==> src/rtl/sync_fifo32.sv <==
// sync_fifo32: single-clock FIFO with a registered read port and
// EMPTY/FULL flags decoded from a registered occupancy count.
// Reset is synchronous and active-low, and it overrides the enable.
// When en is low, every piece of state holds, including dataOut.
module sync_fifo32 #(
  parameter  int WIDTH  = 32,
  parameter  int DEPTH  = 8,
  localparam int ADDR_W = $clog2(DEPTH)
) (
  input  logic             clk,
  input  logic             rst,
  input  logic             en,
  input  logic             wr,
  input  logic             rd,
  input  logic [WIDTH-1:0] dataIn,
  output logic [WIDTH-1:0] dataOut,
  output logic             EMPTY,
  output logic             FULL
);

  localparam logic [ADDR_W:0]   CNT_FULL = (ADDR_W + 1)'(DEPTH);
  localparam logic [ADDR_W-1:0] PTR_ONE  = ADDR_W'(1);
  localparam logic [ADDR_W:0]   CNT_ONE  = (ADDR_W + 1)'(1);

  logic [WIDTH-1:0]  mem [DEPTH];
  logic [ADDR_W-1:0] wptr;
  logic [ADDR_W-1:0] rptr;
  logic [ADDR_W:0]   count;
  logic [WIDTH-1:0]  dout_q;
  logic              rd_ok;
  logic              wr_ok;

  // Flags come only from the registered count, so rd and wr cannot make them glitch.
  assign EMPTY   = (count == '0);
  assign FULL    = (count == CNT_FULL);
  assign dataOut = dout_q;

  // A read that happens in the same cycle frees a slot, so a full FIFO
  // can still accept a write. An empty FIFO has no fall-through path.
  always_comb begin
    rd_ok = rd & ~EMPTY;
    wr_ok = wr & (~FULL | rd_ok);
  end

  // Storage has no reset. Writes are still suppressed while rst is low,
  // so any word in flight at reset is discarded.
  always_ff @(posedge clk) begin
    if (rst && en && wr_ok) begin
      mem[wptr] <= dataIn;
    end
  end

  // Pointers, count and the read register. Reset takes priority,
  // then the enable, then normal operation.
  always_ff @(posedge clk) begin
    if (!rst) begin
      wptr   <= '0;
      rptr   <= '0;
      count  <= '0;
      dout_q <= '0;
    end else if (en) begin
      if (wr_ok) begin
        wptr <= wptr + PTR_ONE;
      end
      if (rd_ok) begin
        dout_q <= mem[rptr];
        rptr   <= rptr + PTR_ONE;
      end
      if (wr_ok && !rd_ok) begin
        count <= count + CNT_ONE;
      end else if (rd_ok && !wr_ok) begin
        count <= count - CNT_ONE;
      end
    end
  end

endmodule

==> config.mk <==
export PLATFORM = sky130hd
export DESIGN_NAME = sync_fifo32
export DESIGN_NICKNAME = d
export VERILOG_FILES = /design/src/rtl/sync_fifo32.sv
export SDC_FILE = /design/constraint.sdc
export NUM_CORES = 1
export LEC_CHECK = 0
export CORE_UTILIZATION = 55
export DETAILED_ROUTE_END_ITERATION = 12
export HOLD_SLACK_MARGIN = 0.15
export PLACE_DENSITY = 0.75
export SYNTH_ARGS = -nofsm -noshare
export SYNTH_HDL_FRONTEND = slang
export SYNTH_SLANG_ARGS = --single-unit
export TNS_END_PERCENT = 50
==> constraint.sdc <==
create_clock -name clk -period 8.98 [get_ports clk]
set_input_delay 1.796 -clock clk [delete_from_list [all_inputs] [get_ports clk]]
set_output_delay 1.796 -clock clk [all_outputs]
set_load 0.02 [all_outputs]
# --- After elaboration in Yosys (flattened, before gate mapping) ---
# Memories as Yosys holds them, arrays and structs flattened. A register that Yosys moved wholly into a read port is not among the register bits.
# Index checks and enable logic that the tools add are counted.
# W data, S select, Z words.
totals:
  romBits: 0
  ff_bits: 10
  inputBits: 37
  latch_bits: 0
  word_cells: 30
  n_memories: 1
  ramBits: 256
op_classes:
  n_addsub: 4
  bitwise: 5
  muxes: 4
  magnitude_cmp: 0
  n_eq_ne: 1
  shifts: 0
  n_reduce_logical: 12
  div_mod_pow: 0
  multipliers: 0
memory_table:
  columns: ["memory", "depth", "width", "read_ports", "rd_ports_with_merged_regs", "write_ports", "line_no", "source"]
  rows:
  - ["mem", 8, 32, 1, 1, 1, "25", "logic [WIDTH-1:0] mem [DEPTH];"]
ops:
  columns: ["op", "count"]
  rows:
  - ["$mux W4", 2]
  - ["$add A3 B1 Y3 const B", 2]
  - ["$reduce_and A2 Y1", 3]
  - ["$add A4 B1 Y4 const B", 1]
  - ["$eq A4 B4 Y1 const B", 1]
  - ["$logic_and A1 B1 Y1", 4]
  - ["$logic_not A4 Y1", 1]
  - ["$sub A4 B1 Y4 const B", 1]
  - ["$logic_not A1 Y1", 3]
  - ["$and A1 B1 Y1", 2]
  - ["$mux W1", 2]
  - ["$not A1 Y1", 2]
  - ["$reduce_bool A2 Y1", 1]
  - ["$or A1 B1 Y1", 1]

# --- Longest topological paths before layout ---
logic_depth:
  word_depth: 9
  ltp_mapped: 10
  mapped_depth_nobuf: 10

# --- Worst setup path before layout ---
# OpenSTA, ideal clock, no wires.
synth_timing:
  kind: "input to register"
  start: "in rst"
  end: "mem mem[1][0] (enable)"
  n_path_buf: 1
  setup_time_ps: 501
  t_arrival_ps: 5238
  stages: 3
  required_time_ps: 8479
  setup_slack_ps: 3240
  path_cell_list: "clkbuf_1 nand3_1 nor4_1"
synth_between:
  elab_chain_cells: 4
synth_rtl:
  columns: ["element", "line_no", "source"]
  rows:
  - ["from (decl)", "11", "input logic rst,"]
  - ["$logic_and A1 B1 Y1 (2 in a row)", "48", "if (rst && en && wr_ok) begin"]
  - ["$mux W1", "48", null]
  - ["$mux W1 (implied by the code)", "49", "mem[wptr] <= dataIn;"]
  - ["to (decl)", "25", null]
# No other way between the ends.

# --- Worst setup path after layout ---
layout_timing:
  start: "reg count[0]"
  end: "out FULL"
layout_between:
  elab_chain_cells: 1
layout_rtl:
  columns: ["element", "line_no", "source"]
  rows:
  - ["from (decl)", "28", "logic [ADDR_W:0] count;"]
  - ["from (signal assigned)", "70", "count <= count + CNT_ONE;"]
  - ["from (signal assigned)", "72", "count <= count - CNT_ONE;"]
  - ["$eq A4 B4 Y1", "35", "assign FULL = (count == CNT_FULL);"]
  - ["to (decl)", "18", "output logic FULL"]
# No other way between the ends.

==> results.md <==
Setup path:
- The required time at the worst-slack endpoint is 7.18 ns.
- The signal on the critical path passes through or4b_4, inv_1, clkdlybuf4s50_1.
- The startpoint class of the critical path is a register.
- The depth of the worst register-to-register path is 10.
- The worst setup path is captured at an output pin.
- Setup slack on the worst reg-to-reg path comes out at 6.07 ns.
- The largest single stage delay on the critical path is 0.62 ns.
- The worst register-to-register path begins at count[0].
- The destination of the critical timing path is FULL.
- Among all stages on the critical path, the largest delay is contributed by sky130_fd_sc_hd__or4b_4.
- The arrival time reported for the critical path endpoint is 2.21 ns.
- Along the worst path, the maximum fanout reaches 6.
- The critical path startpoint is count[0].
- The endpoint identified for the worst register-to-register timing path is count[3].
- The critical path is of the register to output pin type.

Yosys:
- The number of synthesized flops with an enable pin is 256.
- The fraction of post-synthesis cell area in the top cell type by area is about 70%.
- The yosys synthesis warning count is 0.
- The mean area per synthesized cell is between 20 and 25 µm².
- The net count after synthesis is between 500 and 600.
- The cell area after synthesis is roughly 11000 µm².
- The sequential fraction of the synthesis area is 77.0%.
- After synthesis the netlist holds a flip-flop and latch count of 298.
- Synthesis produced a netlist whose cell count is 553.
- By area the synthesized netlist is led by sky130_fd_sc_hd__edfxtp_1 (69%), sky130_fd_sc_hd__mux4_2 (13%), sky130_fd_sc_hd__dfxtp_1 (7.6%), sky130_fd_sc_hd__o22ai_1 (1.8%), sky130_fd_sc_hd__o21ai_1 (1.4%).
- Synthesis instantiated 35 different standard cells from the library.
- The most used flip-flop cell after synthesis is sky130_fd_sc_hd__edfxtp_1.
- The largest total area in the synthesized netlist belongs to sky130_fd_sc_hd__edfxtp_1.
- After synthesis, the share of flip-flops with an asynchronous set or reset is 0%.

Power and ir drop:
- The analysis attributes to cell leakage a power of 4.22 nW.
- The highest ir drop seen on vdd is 0.169 mV.
- Power spread over the standard cell area amounts to 256 nW/µm².

Drt:
- For this run, design rule violations remaining after detail routing come to 0.
- The post-detailed-route count of antenna-violating nets is 0.
- The detailed router's first-iteration violation count is 279.
- The total routed wirelength is 21.0 mm.
- The detailed-routing wirelength on met1 is 8.51 mm.
- The met3 wirelength from detailed routing is between 1 and 1.5 mm.
- The routed layout has 5394 vias.
- The first-pass iteration count of the detailed router is 5.
- In the final routed layout, each cell accounts on average for 22.7 µm.
- Using the TritonRoute via totals, the vias-per-cell ratio works out to around 5.8.
- The top layer reached by signal wires is met4.
- The met2 wire length is 11.0 mm.

STA:
- Based on the critical path, the design can be clocked at up to 249 MHz.
- The summed negative setup slack over all endpoints is 0 ns.
- The smallest clock period supported by the final layout is computed as 4.01 ns.
- The count of endpoints failing hold in the final timing report is 0.
- After layout, the worst path uses 44.6% of the clock period.
- Setup repair after global routing left no endpoint under its margin.
- For the final database, setup skew stands at between 0.01 and 0.015 ns.
- The final setup violation count is 0.
- The max-slew violation count is 0.
- Setup slack on the critical path of the routed design comes to roughly 5.0 ns.
- The slew at the pin closest to its max-slew limit is 1.13 ns.
- The max-slew headroom at the worst pin is approximately 24%.

Clock tree:
- The clock passes through at most 3 buffers.
- The count of hold buffers inserted by post-cts repair is 0.
- The post-CTS repair timing setup buffer count is 0.
- After clock tree synthesis, the clock-pin slew on the worst setup and hold paths is around 0.06 ns.
- The TritonCTS sink count is 298.
- The tree is rooted in a sky130_fd_sc_hd__clkbuf_16.
- The insertion delay to the later sink of the worst-skew pair is 0.55 ns.
- TritonCTS built the clock tree.
- In this run the number of H-tree levels came out at 1.
- Clock tree synthesis inserted a total of 30 buffers.
- The post-cts repair resize count is 0.

Die:
- The count of boundary I/O pins is 71.
- In this run the core area contains 51 standard-cell rows.
- The height of the die is 144 µm.
- The core area is 19600 µm².
- The die outline width is 144 µm.
- The initial utilization of the core area, before any placement, comes to a little under three fifths.
- The floorplan step defined a die boundary enclosing 20700 µm².

Final layout:
- The register cell area after layout is 8530 µm².
- The total area of multi-input combinational cells is 2420 µm².
- In the final layout, the share of cells above drive strength 1 is 21.6%.
- Relative to the synthesized area, the layout overhead comes to 18.7%.
- The final net count is 680.
- The final instance area is 13100 µm².
- Counting the fill cells in the layout gives 1301.
- The count of antenna diodes in the layout is 0.

Placement:
- The final RePlAce weighted congestion is 0.816.
- The half-perimeter wire length after detailed placement is 11.3 mm.
- After detailed placement, the total cell area comes to 12100 µm².
- The number of port buffers is 70.
- Before CTS, the worst setup slack after placement is 4.67 ns.

Job:
- The max-cap violation count is 0.

Global routing:
- The total overflow reported by the global router is 0.
- Entering global routing, the biggest net connects 67 pins.
- The number of antenna violations at the first check in global routing is 0.
- The number of global-route vias before repair came to 5651.
- The global-route wire length before repair is 32.0 mm.
- Across every metal layer, demand over resource in global routing totals 21.3%.

Outcome:
- The flow ran to the end, and the final reports show no timing, DRC or antenna violations.

Hold path:
- The worst hold path belongs to the class register to register.
==> placed cells by master, fill, tap and decap left out, types with 2 or more instances in the layout <==
| master | synthesis | final |
|---|---|---|
| sky130_fd_sc_hd__edfxtp_1 | 256 | 256 |
| sky130_fd_sc_hd__clkdlybuf4s50_1 | 0 | 69 |
| sky130_fd_sc_hd__mux4_2 | 64 | 64 |
| sky130_fd_sc_hd__dfxtp_1 | 42 | 40 |
| sky130_fd_sc_hd__nor2_1 | 36 | 33 |
| sky130_fd_sc_hd__o22ai_1 | 32 | 32 |
| sky130_fd_sc_hd__clkbuf_16 | 0 | 31 |
| sky130_fd_sc_hd__o21ai_1 | 30 | 30 |
| sky130_fd_sc_hd__buf_4 | 1 | 13 |
| sky130_fd_sc_hd__nand2_1 | 8 | 8 |
| sky130_fd_sc_hd__clkinv_2 | 0 | 7 |
| sky130_fd_sc_hd__clkbuf_8 | 0 | 6 |
| sky130_fd_sc_hd__and2_1 | 6 | 5 |
| sky130_fd_sc_hd__ha_1 | 5 | 5 |
| sky130_fd_sc_hd__clkbuf_1 | 12 | 5 |
| sky130_fd_sc_hd__inv_1 | 4 | 4 |
| sky130_fd_sc_hd__nor3_2 | 0 | 4 |
| sky130_fd_sc_hd__nand3_1 | 4 | 4 |
| sky130_fd_sc_hd__xnor2_1 | 4 | 4 |
| sky130_fd_sc_hd__mux2i_1 | 4 | 4 |
| sky130_fd_sc_hd__bufinv_16 | 0 | 4 |
| sky130_fd_sc_hd__nor2_4 | 0 | 3 |
| sky130_fd_sc_hd__o21ai_0 | 3 | 3 |
| sky130_fd_sc_hd__nor2b_1 | 3 | 3 |
| sky130_fd_sc_hd__xor2_1 | 2 | 2 |
==> cells in the mapped netlist, types with 2 or more instances <==
master / count
sky130_fd_sc_hd__edfxtp_1: 256
sky130_fd_sc_hd__mux4_2: 64
sky130_fd_sc_hd__dfxtp_1: 42
sky130_fd_sc_hd__nor2_1: 36
sky130_fd_sc_hd__o22ai_1: 32
sky130_fd_sc_hd__o21ai_1: 30
sky130_fd_sc_hd__buf_2: 15
sky130_fd_sc_hd__clkbuf_1: 12
sky130_fd_sc_hd__nand2_1: 8
sky130_fd_sc_hd__and2_1: 6
sky130_fd_sc_hd__ha_1: 5
sky130_fd_sc_hd__inv_1: 4
sky130_fd_sc_hd__mux2i_1: 4
sky130_fd_sc_hd__nand3_1: 4
sky130_fd_sc_hd__nor3_1: 4
sky130_fd_sc_hd__xnor2_1: 4
sky130_fd_sc_hd__buf_6: 3
sky130_fd_sc_hd__nor2b_1: 3
sky130_fd_sc_hd__o21ai_0: 3
sky130_fd_sc_hd__nor4_1: 2
sky130_fd_sc_hd__xor2_1: 2
==> flip-flops by register name, summed over array words and instances (netlist names) <==
register	flops
count	4
mem	256
dataOut	32
rptr	3
wptr	3
==> report_power, final <==
group / internal (mW) / switching [mW] / leakage [nW] / total [mW]
clock: 0.793 / 0.495 / 0.521 / 1.29
sequential: 1.56 / 0.0506 / 2.65 / 1.61
combinational: 0.234 / 0.236 / 1.05 / 0.470
total: 2.58 / 0.781 / 4.22 / 3.36
==> worst max-delay path: cells and delay by family, from the launching register on <==
family	cells	cell delay, ns
buffers and inverters	2	0.67
DFF	1	0.38
and+or+nand+nor	1	0.62
==> final cells by class <==
class,count,area share [%]
Clock buffer,42,6.67
Multi-Input combinational cell,220,18.4
Timing Repair Buffer,83,6.04
Tap cell,265,2.52
Clock inverter,14,1.33
Inverter,4,0.114
Sequential cell,298,64.9
==> per-stage QoR <==
stage | util, % | cells | power, mW | hold WS [ns]
floorplan | - | 553 | 1.94 | 0.464
CTS | 67.1 | 926 | 3.40 | 0.499
global route | 67.1 | 926 | 3.49 | 0.516
finish | 67.1 | 926 | 3.36 | 0.493
detailed placement | 61.7 | 870 | 2.11 | 0.481
global placement | 61.7 | 870 | 2.09 | 0.475
==> metal layers <==
metal  up-vias  global-route usage, %
met5         -                      0
met4         0                   6.55
met3        30                   3.77
met2       155                   36.1
met1      2787                   28.2
li1       2422                      -
==> worst min-delay path by stage <==
stage	start	endpoint	slack, ns	cells after the start
CTS	dataOut[13]	dataOut[13]	0.50	2
detailed placement	dataOut[13]	dataOut[13]	0.48	2
finish	dataOut[13]	dataOut[13]	0.49	2
floorplan	count[3]	count[3]	0.46	2
global placement	dataOut[9]	dataOut[9]	0.48	2
global route	dataOut[7]	dataOut[7]	0.52	2
==> cells by family (layout without fill, tap and decap cells) <==
kind of cell / Yosys count / in the layout / synth area share (%)
fa+ha+maj: 6 / 6 / 0.746
compound gates: 72 / 72 / 3.93
simple gates: 68 / 68 / 2.84
xor+xnor: 6 / 6 / 0.475
flops: 298 / 298 / 77.0
buf+inv: 35 / 143 / 1.59
mux: 68 / 68 / 13.4
Power figures use the tool's default switching activity.
